===== config.mk =====
export PLATFORM = sky130hd
export DESIGN_NAME = mem_stage
export DESIGN_NICKNAME = d
export VERILOG_FILES = /design/src/rtl/mem_stage.sv
export SDC_FILE = /design/constraint.sdc
export NUM_CORES = 1
export LEC_CHECK = 0
export ABC_AREA = 0
export ABC_CLOCK_PERIOD_IN_PS = 1950
export BUFFER_PORTS_ARGS = -buffer_cell sky130_fd_sc_hd__buf_4
export CORE_MARGIN = 2
export CORE_UTILIZATION = 25
export CTS_CLUSTER_SIZE = 16
export DETAILED_ROUTE_END_ITERATION = 10
export PLACE_DENSITY = 0.5
export SETUP_SLACK_MARGIN = 0.5
export SLEW_MARGIN = 0
export SYNTH_ARGS = -nofsm -noshare
export SYNTH_HDL_FRONTEND = slang
export SYNTH_SLANG_ARGS = --single-unit

===== constraint.sdc =====
create_clock -name clk -period 1.95 [get_ports clk]
set_input_delay 0.195 -clock clk [delete_from_list [all_inputs] [get_ports clk]]
set_output_delay 0.195 -clock clk [all_outputs]
set_load 0.01 [all_outputs]

===== src/rtl/mem_stage.sv =====
`default_nettype none
// ============================================================================
// Module      : mem_stage
// Description : Memory-access stage of the MIPS pipeline. Accepts the execute
//               stage bundle, runs lw/sw/lb/lbu/sb over a req/ack data-memory
//               bus with alignment checking and an ack timeout, and produces a
//               registered write-back bundle. Holds upstream while busy.
// Ports       : clk, rst                  - clock, sync active-high reset
//               ex_valid, op, memAddr,     - execute-stage bundle in
//               memData, regcData,
//               regcAddr, regcWrite
//               stall_o                    - upstream hold
//               dm_req/we/addr/be/wdata,   - data-memory bus
//               dm_ack, dm_rdata
//               wb_valid, wb_regcData,     - write-back bundle out
//               wb_regcAddr, wb_regcWrite
//               misalign_exc, bus_err,     - fault pulses and faulting address
//               exc_addr
// Revision    : 1.0 - initial release
// ============================================================================
module mem_stage #(
  parameter logic [5:0] OP_LW   = 6'b100011,
  parameter logic [5:0] OP_SW   = 6'b101011,
  parameter logic [5:0] OP_LB   = 6'b100000,
  parameter logic [5:0] OP_LBU  = 6'b100100,
  parameter logic [5:0] OP_SB   = 6'b101000,
  parameter int         TIMEOUT = 16
) (
  input  logic        clk,
  input  logic        rst,
  input  logic        ex_valid,
  input  logic [5:0]  op,
  input  logic [31:0] memAddr,
  input  logic [31:0] memData,
  input  logic [31:0] regcData,
  input  logic [4:0]  regcAddr,
  input  logic        regcWrite,
  output logic        stall_o,
  output logic        dm_req,
  output logic        dm_we,
  output logic [31:0] dm_addr,
  output logic [3:0]  dm_be,
  output logic [31:0] dm_wdata,
  input  logic        dm_ack,
  input  logic [31:0] dm_rdata,
  output logic        wb_valid,
  output logic [31:0] wb_regcData,
  output logic [4:0]  wb_regcAddr,
  output logic        wb_regcWrite,
  output logic        misalign_exc,
  output logic        bus_err,
  output logic [31:0] exc_addr
);

  localparam int              CNT_W      = (TIMEOUT > 1) ? $clog2(TIMEOUT) : 1;
  localparam logic [CNT_W-1:0] C_CNT_LAST = CNT_W'(TIMEOUT - 1);

  typedef enum logic [0:0] {
    S_IDLE = 1'b0,
    S_BUSY = 1'b1
  } state_t;

  state_t            state_q, state_d;
  logic [CNT_W-1:0]  cnt_q, cnt_d;
  logic [5:0]        op_q, op_d;
  logic [31:0]       addr_q, addr_d;
  logic [4:0]        rdst_q, rdst_d;
  logic              rwe_q, rwe_d;
  logic              dm_req_q, dm_req_d;
  logic              dm_we_q, dm_we_d;
  logic [31:0]       dm_addr_q, dm_addr_d;
  logic [3:0]        dm_be_q, dm_be_d;
  logic [31:0]       dm_wdata_q, dm_wdata_d;
  logic              wb_valid_q, wb_valid_d;
  logic [31:0]       wb_data_q, wb_data_d;
  logic [4:0]        wb_addr_q, wb_addr_d;
  logic              wb_we_q, wb_we_d;
  logic              mis_q, mis_d;
  logic              berr_q, berr_d;
  logic [31:0]       exc_q, exc_d;

  // Decode of the incoming op
  logic w_in_lw, w_in_sw, w_in_lb, w_in_lbu, w_in_sb, w_in_mem, w_in_word_mis;
  assign w_in_lw       = (op == OP_LW);
  assign w_in_sw       = (op == OP_SW);
  assign w_in_lb       = (op == OP_LB);
  assign w_in_lbu      = (op == OP_LBU);
  assign w_in_sb       = (op == OP_SB);
  assign w_in_mem      = w_in_lw | w_in_sw | w_in_lb | w_in_lbu | w_in_sb;
  assign w_in_word_mis = (w_in_lw | w_in_sw) && (memAddr[1:0] != 2'b00);

  // Load data extraction for the captured transaction
  logic       w_q_store;
  logic [7:0] w_byte;
  logic [31:0] w_load_data;
  assign w_q_store = (op_q == OP_SW) || (op_q == OP_SB);

  always_comb begin
    w_byte = dm_rdata[7:0];
    case (addr_q[1:0])
      2'd0:    w_byte = dm_rdata[7:0];
      2'd1:    w_byte = dm_rdata[15:8];
      2'd2:    w_byte = dm_rdata[23:16];
      default: w_byte = dm_rdata[31:24];
    endcase
  end

  always_comb begin
    if (op_q == OP_LW)      w_load_data = dm_rdata;
    else if (op_q == OP_LB) w_load_data = {{24{w_byte[7]}}, w_byte};
    else                    w_load_data = {24'd0, w_byte};
  end

  // Next-state and output logic
  always_comb begin
    state_d    = state_q;
    cnt_d      = cnt_q;
    op_d       = op_q;
    addr_d     = addr_q;
    rdst_d     = rdst_q;
    rwe_d      = rwe_q;
    dm_req_d   = dm_req_q;
    dm_we_d    = dm_we_q;
    dm_addr_d  = dm_addr_q;
    dm_be_d    = dm_be_q;
    dm_wdata_d = dm_wdata_q;
    wb_valid_d = 1'b0;
    wb_data_d  = wb_data_q;
    wb_addr_d  = wb_addr_q;
    wb_we_d    = wb_we_q;
    mis_d      = 1'b0;
    berr_d     = 1'b0;
    exc_d      = exc_q;

    case (state_q)
      S_IDLE: begin
        if (ex_valid) begin
          if (!w_in_mem) begin
            wb_valid_d = 1'b1;
            wb_data_d  = regcData;
            wb_addr_d  = regcAddr;
            wb_we_d    = regcWrite;
          end else if (w_in_word_mis) begin
            wb_valid_d = 1'b1;
            wb_data_d  = 32'd0;
            wb_addr_d  = regcAddr;
            wb_we_d    = 1'b0;
            mis_d      = 1'b1;
            exc_d      = memAddr;
          end else begin
            state_d    = S_BUSY;
            cnt_d      = '0;
            op_d       = op;
            addr_d     = memAddr;
            rdst_d     = regcAddr;
            rwe_d      = regcWrite;
            dm_req_d   = 1'b1;
            dm_we_d    = w_in_sw | w_in_sb;
            dm_addr_d  = {memAddr[31:2], 2'b00};
            dm_be_d    = w_in_sb ? (4'b0001 << memAddr[1:0]) : 4'b1111;
            dm_wdata_d = w_in_sw ? memData :
                         w_in_sb ? {4{memData[7:0]}} : 32'd0;
          end
        end
      end
      default: begin
        // Ack takes priority over the timeout in the final counted cycle.
        if (dm_ack || (cnt_q == C_CNT_LAST)) begin
          state_d    = S_IDLE;
          dm_req_d   = 1'b0;
          dm_we_d    = 1'b0;
          dm_addr_d  = 32'd0;
          dm_be_d    = 4'd0;
          dm_wdata_d = 32'd0;
          wb_valid_d = 1'b1;
          wb_addr_d  = rdst_q;
          if (dm_ack && !w_q_store) begin
            wb_data_d = w_load_data;
            wb_we_d   = rwe_q;
          end else begin
            wb_data_d = 32'd0;
            wb_we_d   = 1'b0;
          end
          if (!dm_ack) begin
            berr_d = 1'b1;
            exc_d  = addr_q;
          end
        end else begin
          cnt_d = cnt_q + CNT_W'(1);
        end
      end
    endcase
  end

  always_ff @(posedge clk) begin
    if (rst) begin
      state_q    <= S_IDLE;
      cnt_q      <= '0;
      op_q       <= 6'd0;
      addr_q     <= 32'd0;
      rdst_q     <= 5'd0;
      rwe_q      <= 1'b0;
      dm_req_q   <= 1'b0;
      dm_we_q    <= 1'b0;
      dm_addr_q  <= 32'd0;
      dm_be_q    <= 4'd0;
      dm_wdata_q <= 32'd0;
      wb_valid_q <= 1'b0;
      wb_data_q  <= 32'd0;
      wb_addr_q  <= 5'd0;
      wb_we_q    <= 1'b0;
      mis_q      <= 1'b0;
      berr_q     <= 1'b0;
      exc_q      <= 32'd0;
    end else begin
      state_q    <= state_d;
      cnt_q      <= cnt_d;
      op_q       <= op_d;
      addr_q     <= addr_d;
      rdst_q     <= rdst_d;
      rwe_q      <= rwe_d;
      dm_req_q   <= dm_req_d;
      dm_we_q    <= dm_we_d;
      dm_addr_q  <= dm_addr_d;
      dm_be_q    <= dm_be_d;
      dm_wdata_q <= dm_wdata_d;
      wb_valid_q <= wb_valid_d;
      wb_data_q  <= wb_data_d;
      wb_addr_q  <= wb_addr_d;
      wb_we_q    <= wb_we_d;
      mis_q      <= mis_d;
      berr_q     <= berr_d;
      exc_q      <= exc_d;
    end
  end

  assign stall_o      = (state_q == S_BUSY);
  assign dm_req       = dm_req_q;
  assign dm_we        = dm_we_q;
  assign dm_addr      = dm_addr_q;
  assign dm_be        = dm_be_q;
  assign dm_wdata     = dm_wdata_q;
  assign wb_valid     = wb_valid_q;
  assign wb_regcData  = wb_data_q;
  assign wb_regcAddr  = wb_addr_q;
  assign wb_regcWrite = wb_we_q;
  assign misalign_exc = mis_q;
  assign bus_err      = berr_q;
  assign exc_addr     = exc_q;

endmodule
`default_nettype wire


## Word level (Yosys, flattened, before mapping)

Cells that the tools add are included.

| word-level totals | value |
|---|---|
| register bits | 192 |
| bits of input ports | 144 |
| output and inout bits | 144 |
| logic and storage cells | 132 |

| cells by class | value |
|---|---|
| add/subtract/negate cells | 1 |
| equality and inequality tests | 17 |
| shift operators | 1 |
| muxes and demuxes | 68 |
| bitwise gates (word level) | 10 |
| reductions and logical operators | 17 |

Operators with widths:

| cell | count |
|---|---|
| two-way mux 32 bit | 25 |
| equality test 6 bit, second input constant | 9 |
| two-way mux 4 bit | 11 |
| two-way mux 1 bit | 26 |
| two-way mux 5 bit | 5 |
| case mux 8 bit (3 select lines) | 1 |
| AND reduction 4 bit | 3 |
| nonzero test 2 bit | 4 |
| != test 2 bit, second input constant | 3 |
| NOT 1 bit | 5 |
| bitwise OR 1 bit | 5 |
| AND reduction 5 bit | 1 |
| adder 4 x 1 -> 4 bit, second input constant | 1 |
| equality test 4 bit, second input constant | 1 |
| OR reduction 4 bit | 1 |
| << shifter 1 x 2 -> 4 bit, first input constant | 1 |
| != test 3 x 2 -> 1 bit, second input constant | 1 |
| AND reduction 3 bit | 1 |
| OR reduction 3 bit | 1 |
| equality test 2 x 1 -> 1 bit, second input constant | 1 |
| equality test 2 bit, second input constant | 1 |
| logical AND 1 bit | 2 |
| zero test 2 bit | 1 |
| logical OR 1 bit | 2 |
| 2 further kinds | 2 |

## Longest topological paths before layout

| logic depth | value |
|---|---|
| depth in word-level cells | 8 |
| gate-level depth with buffers | 8 |
| depth with buffers taken out | 6 |

## Worst setup path after synthesis

OpenSTA, ideal clock, no wires.

| timing | value |
|---|---|
| path type | register to register |
| start | register cnt_q[0] |
| end | register dm_addr_q[16] (netlist: dm_addr[16]) |
| arrival | 1741 ps |
| required time | 1880 ps |
| path slack | 138 ps |
| cell stages (with the launch flop) | 9 |
| path buffers | 2 |
| period minus slack after synthesis | 1812 ps |
| cells stage by stage | dfxtp_1 ha_1 and3_1 o21ai_1 a21boi_2 buf_4 buf_4 nand2_1 a21oi_1 |

| on the way | value |
|---|---|
| longest elaborated chain between the ends | 4 |

RTL lines:

| item | RTL line | RTL |
|---|---|---|
| from (decl) | 64 | `logic [CNT_W-1:0] cnt_q, cnt_d;` |
| from (signal assigned) | 217 | `cnt_q <= cnt_d;` |
| equality test 4 bit | 168 | `if (dm_ack \|\| (cnt_q == C_CNT_LAST)) begin` |
| logical OR 1 bit | 168 |  |
| != test 2 x 1 -> 1 bit (no source line) | n/a |  |
| AND reduction 4 bit (no source line) | n/a |  |
| to (signal assigned) | 224 | `dm_addr_q <= dm_addr_d;` |
| to (decl) | 71 | `logic [31:0] dm_addr_q, dm_addr_d;` |

Every way passes these cells.
A chain may end at the register's enable or synchronous reset.

## Worst setup path in the final report

| timing | value |
|---|---|
| start | register cnt_q[1] |
| end | register wb_data_q[3] (netlist: wb_regcData[3]) |

| on the way | value |
|---|---|
| longest elaborated chain between the ends | 4 |

RTL lines:

| item | RTL line | RTL |
|---|---|---|
| equality test 4 bit | 168 |  |
| logical OR 1 bit | 168 |  |
| != test 2 x 1 -> 1 bit (no source line) | n/a |  |
| AND reduction 3 bit (no source line) | n/a |  |
| to (signal assigned) | 228 | `wb_data_q <= wb_data_d;` |
| to (decl) | 75 | `logic [31:0] wb_data_q, wb_data_d;` |

Every way passes these cells.

==> key figures <==
Power and ir drop
  – Power per cell area: ~640 nW/µm²
  – Switching portion of total power: 29.08%
  – Clock group share of total power: 40.8%
  – Switching Power: 2.624 mW
  – Leak Pwr: around 5.8 nW
  – Internal power: about 6.4 mW
  – VDD IR max: 553.2 µV
  – Reg power frac: 44.7%
  – Combinational cell fraction of total power: 14.5%

Logic synthesis
  – Top cell type's share of synthesized area: 46.51%
  – Ys Warns: 0
  – Seq/Total Area, Yosys: a little under half
  – Most frequent cell after synthesis: dfxtp_1
  – Commonest cells post-synth: dfxtp_1, nand2_1, a21oi_1
  – Synth unique cells: roughly 50
  – #FFs+latches synth: between 150 and 200
  – Top FF cell, synth: dfxtp_1
  – Fraction of synthesis flops using an asynchronous set or reset pin: 0%
  – Number of synthesized flops with an enable pin: 0
  – Synthesized area: 8178 µm²
  – Largest cells by area after synthesis: dfxtp_1, a21oi_1, nand2_1
  – Post-synth top area cell: dfxtp_1
  – Syn Inst Count: 969
  – Synthesized area per cell: between 8 and 9 µm²

GRT
  – Vias in the first global route: 8057
  – Global-route wire length before repair: 47690 µm
  – Initial antenna violation count: 0
  – Congestion Overflow GR: 0
  – Gr usage total: 18.44%
  – Largest net degree at the start of global routing: around 70

Final layout
  – Layout area overhead: 71.14%
  – Final core occ: 43.24%
  – Nets: 1465
  – Share of layout cells above drive strength 1: 48.76%
  – Non-filler cells, final: 1775
  – Antenna Cells: 0

Setup path
  – Crit-path cells: ha_4 -> and3_4 -> o21ai_4 -> buf_4 -> buf_6 -> o21ai_4 -> clkbuf_16 -> nor2_1 -> a211oi_1
  – Slowest stage cell on the critical path: dfxtp_2
  – Setup crit start kind: flip-flop
  – CP Buf/Inv Count: 3
  – Top Family by Delay on Critical Path: buffers and inverters
  – CP max stage delay: 0.36 ns
  – Maximum fanout along the worst path: 5
  – Setup CP Type: reg -> reg
  – CP required: 2.32 ns
  – Cell mode on critical path: o21ai_4
  – Worst endpoint data arrival time: 2.11 ns
  – Critical Path Sink Type: flip-flop

Timing
  – Total negative setup slack: 0 ns
  – Worst setup margin: approximately 0.21 ns
  – Slew margin rel.: between 50% and 60%
  – Final Hold Fails: 0
  – Final period util: between 80% and 90%
  – Peak Freq: 0.5758 GHz
  – Actual slew at the worst max-slew pin: 0.7007 ns
  – Minimum clock period: approximately 1.7 ns
  – Worst Skew: ~0.012 ns
  – Final setup violation count: 0
  – Pins over their slew limit: 0
  – RSZ-0062 raised after global routing: true

Floorplanning
  – Die ar.: 34170 µm²
  – Core Box Area: about 32000 µm²
  – Ports: 288
  – Height of the die: 184.9 µm
  – Initial core utilization: about a quarter
  – DIE WIDTH: 184.9 µm
  – FP Rows: 66

CTS
  – H-tree depth: 4
  – Longest Clk Path Bufs: 2
  – Clock insertion delay at the later pin of the skew report: 0.46 ns
  – Root Buffer: clkbuf_16
  – CTS tree: done
  – CTS clk-pin slew, worst paths: 0.08 ns
  – Clk sinks: 190
  – CTS Buf Count: 17

Status
  – Status: completed

Detailed routing
  – Via count: 8424
  – Via density: 4.746
  – DRT Wirelength: 34740 µm
  – TritonRoute pass-1 iters: 5
  – Wire per inst: just under 20 µm
  – Routed Antenna Nets: 0
  – 1st-iter DRT viols: between 400 and 500
  – DRC: 0

Placed design
  – Placed Cells: 1653
  – Gpl congestion: about 0.83
  – PortBufs: approximately 290
  – Worst slack, placed: 0.1386 ns
  – Post-DP HPWL: roughly 20000 µm

Job
  – Max-cap violations: 0

Hold path
  – Hold Path Class: in -> reg
[state kept, by name, summed over array words and instances, names as in the netlist, 4 cells and up]
name	cells
op_q	6
wb_regcAddr	5
dm_addr	30
exc_addr	32
cnt_q	4
dm_be	4
rdst_q	5
dm_wdata	32
addr_q	32
wb_regcData	32
[logic make-up after synthesis]
family / count (synthesis) / synth area share (%)
multiplexers: 80 / 10.45
AO/OA/AOI/OAI: 239 / 18.04
XOR/XNOR: 3 / 0.3214
other: 1 / 0.04586
adder cells (fa/ha/maj): 1 / 0.1530
AND/OR/NAND/NOR: 370 / 19.31
buffers and inverters: 85 / 5.171
flip-flops: 190 / 46.51
[layer usage]
metal / vias up / part of all wire, % / track usage, %
li1: 4079 / - / -
met1: 4036 / 42 / 22.50
met2: 275 / 49 / 31.42
met3: 34 / 7.1 / 5.053
met4: 0 / 2.1 / 5.841
met5: - / 0 / 0
[tightest hold or removal path, cell delays in order]
cell and delay (ns):
buf_4 0.12, nand2_2 0.07, a21oi_2 0.05
[power groups by stage]
stage,combinational (mW),sequential (mW),clock [mW]
after floorplan,0.418,4.16,0
after global placement,1.01,4.12,0
after detailed placement,1.01,4.13,0
after CTS,1.16,4.03,3.80
after global routing,1.39,4.05,3.92
final,1.31,4.04,3.68
[cell usage in the layout, fill, tap and decap left out, drive strengths merged, types with 4 or more instances in the layout]
cell type / n
o21ai: 5
mux2i: 46
clkbuf: 28
clkinv: 9
nor2b: 4
a21o: 24
nand3: 34
a21oi: 145
nor2: 95
mux2: 33
nand2: 180
dlygate4sd3: 32
or2: 6
dfxtp: 190
buf: 369
o2111ai: 7
a211oi: 36
a32oi: 8
inv: 10
nor3: 33
[per-stage QoR]
stage	hold WS, ns	cell area, µm²	total power [mW]
after floorplan	0.3310	8413	4.576
after global placement	0.4387	11080	5.130
after detailed placement	0.4431	11080	5.133
after CTS	0.0007156	12750	8.991
after global routing	0.004050	14000	9.367
final	0.01660	14000	9.025
[path summary, 6_finish.rpt]
kind / start / to / slack, ns / depth (start not counted)
worst max register to register: cnt_q[1] / wb_regcData[3] / 0.21 / 9
worst max-delay path: cnt_q[1] / wb_regcData[3] / 0.21 / 9
worst min register to register: dm_wdata[12] / dm_wdata[12] / 0.45 / 2
worst min-delay path: memAddr[26] / dm_addr[26] / 0.02 / 3
[what timing repair did]
| action | CTS | global route |
|---|---|---|
| gates cloned | 15 | 15 |
| setup buffers | 18 | 10 |
| setup endpoints to repair | 177 | 174 |
| endpoints found under the hold margin | 35 | 6 |
| pin swaps | 36 | 100 |
| resized for setup | 66 | 213 |
| hold buffers | 28 | 4 |
[final cells by class]
type                    count  area [µm²]
fillers                  3223       18380
multi-input cells         695        4992
repair buffers            412        4006
flip-flops and latches    190        3814
well taps                 442       553.0
clock buffers              17       425.4
clock inverters            15       190.2
inverters                   4       15.01
(Power assumes the default switching activity.)
